File: config.mk
export PLATFORM = sky130hd
export DESIGN_NAME = pwm_square_generator
export DESIGN_NICKNAME = d
export VERILOG_FILES = /design/src/rtl/pwm_square_generator.sv
export SDC_FILE = /design/constraint.sdc
export NUM_CORES = 1
export LEC_CHECK = 0
export CORE_MARGIN = 10
export CORE_UTILIZATION = 35
export DETAILED_ROUTE_END_ITERATION = 10
export PLACE_DENSITY = 0.63
export RECOVER_POWER = 100
export SLEW_MARGIN = 25
export SYNTH_ARGS = -nofsm -noshare
export SYNTH_HDL_FRONTEND = slang
export SYNTH_SLANG_ARGS = --single-unit
File: constraint.sdc
create_clock -name clock -period 3.6 [get_ports clock]
set_input_delay 0.54 -clock clock [delete_from_list [all_inputs] [get_ports clock]]
set_output_delay 0.54 -clock clock [all_outputs]
set_load 0.005 [all_outputs]
File: src/rtl/pwm_square_generator.sv
// Square-wave / PWM generator with shadow-staged period, duty and mode.
// Optional macro PWM_COMPLEMENT_EN adds the registered complement output o_signal_n.
module pwm_square_generator #(
  parameter int CNT_W          = 11,
  parameter int DEFAULT_PERIOD = 2047,
  parameter int DEFAULT_DUTY   = 1024,
  parameter bit DEFAULT_MODE   = 1'b0
) (
  input  logic             clock,
  input  logic             reset,
  input  logic             i_enable,
  input  logic             i_load,
  input  logic [CNT_W-1:0] i_period,
  input  logic [CNT_W-1:0] i_duty,
  input  logic             i_mode,
  output logic             o_signal,
  output logic             o_period_tick,
`ifdef PWM_COMPLEMENT_EN
  output logic             o_signal_n,
`endif
  output logic             o_pending
);

  typedef enum logic {
    MODE_SQUARE = 1'b0,
    MODE_PWM    = 1'b1
  } mode_e;

  localparam logic [CNT_W-1:0] DEF_PERIOD = CNT_W'(DEFAULT_PERIOD);
  localparam logic [CNT_W-1:0] DEF_DUTY   = CNT_W'(DEFAULT_DUTY);
  localparam mode_e            DEF_MODE   = mode_e'(DEFAULT_MODE);

  logic [CNT_W-1:0] cnt;
  logic [CNT_W-1:0] period_act, duty_act;
  mode_e            mode_act;
  logic [CNT_W-1:0] period_sh, duty_sh;
  mode_e            mode_sh;

  logic             boundary;
  logic             apply_edge;
  logic [CNT_W-1:0] cnt_next;
  logic [CNT_W-1:0] period_next, duty_next;
  mode_e            mode_next;
  logic             signal_next;

  assign boundary = i_enable && (cnt == period_act);
  // A disabled edge restarts the period, so staged values may land there too.
  assign apply_edge = boundary || !i_enable;

  // NOTE: every always_comb output gets a default first so no latch is inferred.
  always_comb begin
    period_next = period_act;
    duty_next   = duty_act;
    mode_next   = mode_act;
    if (apply_edge) begin
      if (i_load) begin
        period_next = i_period;
        duty_next   = i_duty;
        mode_next   = mode_e'(i_mode);
      end else if (o_pending) begin
        period_next = period_sh;
        duty_next   = duty_sh;
        mode_next   = mode_sh;
      end
    end

    cnt_next = apply_edge ? '0 : cnt + 1'b1;

    signal_next = 1'b0;
    if (i_enable) begin
      if (mode_next == MODE_PWM) signal_next = (cnt_next < duty_next);
      else if (boundary)         signal_next = ~o_signal;
      else                       signal_next = o_signal;
    end
  end

  // NOTE: sequential state uses non-blocking assignments so all registers update together.
  always_ff @(posedge clock) begin
    if (reset) begin
      cnt           <= '0;
      period_act    <= DEF_PERIOD;
      duty_act      <= DEF_DUTY;
      mode_act      <= DEF_MODE;
      period_sh     <= '0;
      duty_sh       <= '0;
      mode_sh       <= MODE_SQUARE;
      o_pending     <= 1'b0;
      o_signal      <= 1'b0;
      o_period_tick <= 1'b0;
    end else begin
      cnt           <= cnt_next;
      period_act    <= period_next;
      duty_act      <= duty_next;
      mode_act      <= mode_next;
      o_signal      <= signal_next;
      o_period_tick <= boundary;
      if (apply_edge) begin
        o_pending <= 1'b0;
      end else if (i_load) begin
        period_sh <= i_period;
        duty_sh   <= i_duty;
        mode_sh   <= mode_e'(i_mode);
        o_pending <= 1'b1;
      end
    end
  end

`ifdef PWM_COMPLEMENT_EN
  always_ff @(posedge clock) begin
    if (reset) o_signal_n <= 1'b0;
    else       o_signal_n <= i_enable & ~signal_next;
  end
`endif

endmodule
==> results of run 1 <==
worst max-delay path: stages, from the launching register on:
cell,delay (ns)
dfxtp_1,0.35
xor2_1,0.15
nor4_1,0.59
nand3_2,0.27
a21oi_4,0.42
o21ai_0,0.18
ha_1,0.34
o21ai_0,0.14
nand2b_1,0.08
a31o_2,0.24
a21oi_1,0.18
a21oi_1,0.10
a21oi_1,0.14
through the flow:
stage	utilization	total power [W]	area (um2)	std cells	hold slack [ns]
finish	0.426	0.00156	3480	479	0.455
floorplan	-	0.000852	2920	343	0.432
detailed placement	0.401	0.000916	3280	463	0.448
global route	0.426	0.00164	3480	479	0.471
CTS	0.428	0.00159	3500	479	0.458
global placement	0.401	0.000913	3280	463	0.441
layer usage:
metal / GRT usage / vias to the layer above / wire length, um
met2: 0.168 / 42 / 2900
met1: 0.136 / 1061 / 3330
li1: - / 1232 / -
met5: 0 / - / 0
met3: 0.0365 / 12 / 243
met4: 0.0411 / 0 / 90
cell type report:
type / instances / area [um2]
Timing Repair Buffer: 34 / 324
Multi-Input combinational cell: 260 / 1600
Fill cell: 829 / 4690
Clock buffer: 10 / 128
Tap cell: 105 / 131
Sequential cell: 60 / 1200
Inverter: 4 / 15.0
Clock inverter: 6 / 87.6
power by group:
part           internal (W)  switching (W)
sequential         0.000697      0.0000207
clock              0.000391       0.000275
combinational     0.0000867      0.0000947
flip-flops by register name (all words and copies together) (netlist names):
signal,count
cnt,11
duty_act,11
duty_sh,11
period_act,11
period_sh,11
mode_act,1
mode_sh,1
o_pending,1
o_period_tick,1
o_signal,1
kinds of logic after synthesis:
group                    Yosys count
AO/OA/AOI/OAI                     75
XOR/XNOR                          20
adder cells (fa/ha/maj)           11
buffers and inverters             23
flip-flops                        60
multiplexers                      15
AND/OR/NAND/NOR                  139
worst paths after layout:
path	to	cells past startpoint	from	slack, ns
worst max-delay path	o_signal	12	cnt[6]	0.37
worst max register to register	o_signal	12	cnt[6]	0.37
worst min-delay path	duty_sh[3]	2	duty_sh[3]	0.45
worst min register to register	duty_sh[3]	2	duty_sh[3]	0.45
cells in the final DEF (no fill, tap or decap), drive strengths merged, types with 3 or more instances in the layout:
cell type and instances:
dfxtp 60, nand2 52, nor2 51, a21oi 30, clkdlybuf4s50 25, o21ai 16, xor2 15, mux2i 15
a211o 13, ha 11, clkbuf 11, o22a 10, nor3b 10, nand3 8, nor3 5, xnor2 5
inv 5, dlygate4sd3 4, buf 4, and3 3, nand2b 3, clkinv 3
==> summary.md, run 1 <==
| Metric | Value |
|---|---|
| Top post-synthesis cells by area | `dfxtp_1 41%, nand2_1 6.6%, nor2_1 6.4%` |
| Post-synth top area cell | `dfxtp_1` |
| Crit Path Class | `flop to flop` |
| Critical Path End Type | `flop` |
| Die ar. | `12,400 um2` |
| Clk_lat worst skew | `0.35 ns` |
| Achievable frequency | `0.309 GHz` |
| Fin crit share | `0.898` |
| Pre-Repair DR Iteration Count | `4` |
| Simple-gate share of the synthesized area | `0.222` |
| IO Count | `30` |
| Dpl ws | `around 0.53 ns` |
| Ant diodes | `0` |
| Initial antenna violation count | `0` |
| GRT Residual Overflow | `0` |
| Clock Skew | `0.00667 ns` |
| DRT antenna net count | `0` |
| Routed wire length | `6.56 mm` |
| Synth Area in Adders | `0.0471` |
| First-pass GRT wire length | `11.3 mm` |
| GRT Total Usage | `0.108` |
| Via Count | `approximately 2.3k` |
| Worst slew margin | `0.0308` |
| Layout cells sized above 1 | `0.0749` |
| Commonest cells in the netlist | `60 x dfxtp_1, 51 x nand2_1, 50 x nor2_1` |
| Worst hold path type | `flop to flop` |
| Pins Over Slew Limit | `0` |
| Syn Area/Cell | `8.51 um2` |
| Post-synth EDFFs | `0` |
| CTS sink cnt | `60` |
| Max-cap viol count | `0` |
| Number of library cell types mapped by synthesis | `38` |
| Main combinational cell family by area after synthesis | `simple AND/OR/NAND/NOR gates` |
| Htree depth | `3` |
| Syn_nets | `381` |
| Flops & latches, synth | `60` |
| Worst-path clk slew | `around 0.070 ns` |
| Area share of xor/xnor cells in the synthesized design | `0.0600` |
| Maximum fanout along the worst path | `18` |
| Post-synthesis async set-or-reset flop share | `0` |
| CTS tree | `yes` |
| Mux contribution to synthesized area | `0.0514` |
| Prevailing post-synth register cell | `dfxtp_1` |
| Post-CTS Setup Bufs | `0` |
| Crit path DAT | `3.52 ns` |
| Via density | `4.90` |
| WL/cell | `13.7 um` |
| Crit start category | `flop` |
| Slew @ Worst Pin | `approximately 1.4 ns` |
| Synthesized area | `2920 um2` |
| Power per cell area | `between 400 and 500 nW/um2` |
| Setup-failing EPs final | `0` |
| Gp weighted congestion | `0.766` |
| Starting Density | `0.357` |
| Die width | `111 um` |
| YS warnings | `0` |
| Largest net degree at the start of global routing | `24` |
| Critical path required time | `slightly below 4 ns` |
| Status | `complete, no violations` |
| Cell Rows | `33` |
| Count leader, synth | `dfxtp_1` |
| Chip Height | `111 um` |
| Min Tclk post-route | `3.23 ns` |
| Vias in the first global route | `between 2k and 2.5k` |
| Worst vdd ir | `0.253 mV` |
| Clk buf depth | `2` |
| Core footprint | `~8000 um2` |
| Hold Buf Count CTS | `0` |
| Fin. Hold Viols | `0` |
| DRC | `0` |
| Setup_tns | `0 ns` |
| Pleak | `1.35 nW` |
| Compound-gate portion of the synthesized area | `0.169` |
| Post-cts resize count | `0` |
| Port bufs | `29` |
| RSZ-0062 raised after global routing | `false` |
| Share of the synthesized area in the top cell type | `0.411` |
| Fin nets | `407` |
| Final worst slack | `0.367 ns` |
| Synthesized instance count | `~340` |
| Dpl hpwl | `4.76 mm` |
| Root Buffer | `clkbuf_8` |
| First-iteration detailed-routing DRC count | `around 120` |
| CTS Buf Count | `9` |
| Register area share after synthesis | `0.411` |
| Area Overhead vs Synth | `19.3%` |
(Power assumes the default switching activity.)
==> run 2, diff against run 1 <==
CORE_ASPECT_RATIO = 0.9   (was not set)
CORE_MARGIN = 4   (was 10)
==> run 2 against run 1 <==
  * Worst hold slack got worse by 0.0016 ns
  * Final cell count fell by 1.0%
  * Clock power fell by 9.6%
  * Wire length fell by 2.0%
  * Non-clock buffer count rose by 1
  * Utilization barely moved
  * Maximum frequency rose by 2.7%
  * Power fell by 4.1%
  * Critical path type unchanged
  * Critical endpoint unchanged
  * Highest routed layer unchanged
==> summary.md, run 2 (synthesis results as in run 1) <==
| Metric | Value |
|---|---|
| Status | `complete, no violations` |
| Vias in the first global route | `between 2k and 2.5k` |
| Min Tclk post-route | `3.15 ns` |
| Layout fillers | `840` |
| Ant diodes | `0` |
| First-iteration detailed-routing DRC count | `61` |
| CP max stage delay | `0.47 ns` |
| Fin crit share | `0.874` |
| Dpl hpwl | `4.65 mm` |
| Port bufs | `29` |
| Initial antenna violation count | `0` |
| IO Count | `30` |
| GRT Residual Overflow | `0` |
| Multi-input logic area | `around 1600 um2` |
| Post-CTS Setup Bufs | `0` |
| Layout cells sized above 1 | `0.0773` |
| Area Overhead vs Synth | `18.4%` |
| Clk buf depth | `2` |
| Critical Path End Type | `flop` |
| Pleak | `between 1 and 1.5 nW` |
| Largest net degree at the start of global routing | `24` |
| Gp weighted congestion | `0.785` |
| Htree depth | `3` |
| Top layer in use | `met4` |
| Max-cap viol count | `0` |
| CTS sink cnt | `60` |
| CTS tree | `yes` |
| DR WL met2 | `between 2 and 3 mm` |
| Fin nets | `408` |
| RSZ-0062 raised after global routing | `false` |
| Die width | `about 100 um` |
| Crit Path Class | `flop to flop` |
| Final worst slack | `~0.45 ns` |
| Critical path required time | `roughly 3.9 ns` |
| Most frequent cells in the layout | `60 x dfxtp_1, 51 x nand2_1, 50 x nor2_1, 29 x a21oi_1, 24 x clkdlybuf4s50_1` |
| CTS Buf Count | `9` |
| DRC | `0` |
| Cell Rows | `31` |
| WL/cell | `13.6 um` |
| Achievable frequency | `0.318 GHz` |
| Post-cts resize count | `0` |
| CP cell instances | `xor2_1, nor4_1, nand3_2, a21oi_4, o21ai_0, ha_1, a211oi_1, o21ai_0, a31o_2, a21oi_1, a21oi_1, a21oi_1` |
| Via Count | `2,351` |
| Fin. Hold Viols | `0` |
| Starting Density | `0.360` |
| Routed wire length | `between 6 and 7 mm` |
| Wl on met1 | `3.31 mm` |
| Crit path DAT | `3.43 ns` |
| Routed met3 length | `~240 um` |
| Slew @ Worst Pin | `around 1.4 ns` |
| Commonest non-fill, non-tap cell in the layout | `dfxtp_1` |
| Worst-path clk slew | `0.07 ns` |
| GRT Total Usage | `0.135` |
| Cell mode on critical path | `a21oi_1` |
| First-pass GRT wire length | `10.8 mm` |
| Pre-Repair DR Iteration Count | `4` |
| Crit start category | `flop` |
| Clk_lat worst skew | `0.35 ns` |
| Register area | `1200 um2` |
| Hold Buf Count CTS | `0` |
| Maximum fanout along the worst path | `18` |
| DRT antenna net count | `0` |
| Worst vdd ir | `between 0.2 and 0.3 mV` |
| Chip Height | `94.7 um` |
| Setup-failing EPs final | `0` |
| Root Buffer | `clkbuf_8` |
| Worst slew margin | `0.0705` |
| Via density | `between 4 and 5` |
| Setup_tns | `0 ns` |
| Clock Skew | `0.00973 ns` |
| Worst hold path type | `flop to flop` |
| Die ar. | `a little under 10,000 um2` |
| Power per cell area | `434 nW/um2` |
| CP max-delay cell | `nor4_1` |
| Core footprint | `8110 um2` |
| Dpl ws | `0.464 ns` |
| Pins Over Slew Limit | `0` |
[run 2: worst max-delay path, delay by kind of cell, from the launching register on]
family / cells / cell delay [ns]
flops: 1 / 0.35
xor+xnor: 1 / 0.15
compound gates: 8 / 1.54
simple gates: 2 / 0.72
fa+ha+maj: 1 / 0.31
[run 2: layout make-up]
type / count / area share
flip-flops and latches: 60 / 0.347
clock buffers: 10 / 0.0369
multi-input cells: 260 / 0.462
clock inverters: 6 / 0.0185
inverters: 4 / 0.00434
repair buffers: 35 / 0.0952
well taps: 99 / 0.0358
[run 2: layer usage]
layer,track usage,vias to the layer above
met5,0,-
met4,0.0399,0
met3,0.0444,2
met2,0.216,47
met1,0.176,1065
li1,-,1237
[run 2: worst paths after layout]
check              start          end  slack, ns  cells after the start
max               cnt[6]     o_signal       0.45                     12
min          duty_sh[10]  duty_sh[10]       0.45                      2
max reg2reg       cnt[6]     o_signal       0.45                     12
min reg2reg  duty_sh[10]  duty_sh[10]       0.45                      2
[run 2: per-stage QoR]
| stage | power (W) | util | hold slack, ns | area (um2) | std cells |
|---|---|---|---|---|---|
| after floorplan | 0.000852 | - | 0.432 | 2920 | 343 |
| after global placement | 0.000915 | 0.405 | 0.441 | 3280 | 458 |
| after detailed placement | 0.000918 | 0.405 | 0.446 | 3280 | 458 |
| after CTS | 0.00152 | 0.428 | 0.457 | 3470 | 474 |
| after global routing | 0.00157 | 0.426 | 0.476 | 3460 | 474 |
| final | 0.00150 | 0.426 | 0.453 | 3460 | 474 |
[run 2: power breakdown]
group          switching, W  internal, W
clock network      0.000281     0.000319
registers         0.0000206     0.000697
logic             0.0000957    0.0000868
total              0.000397      0.00110
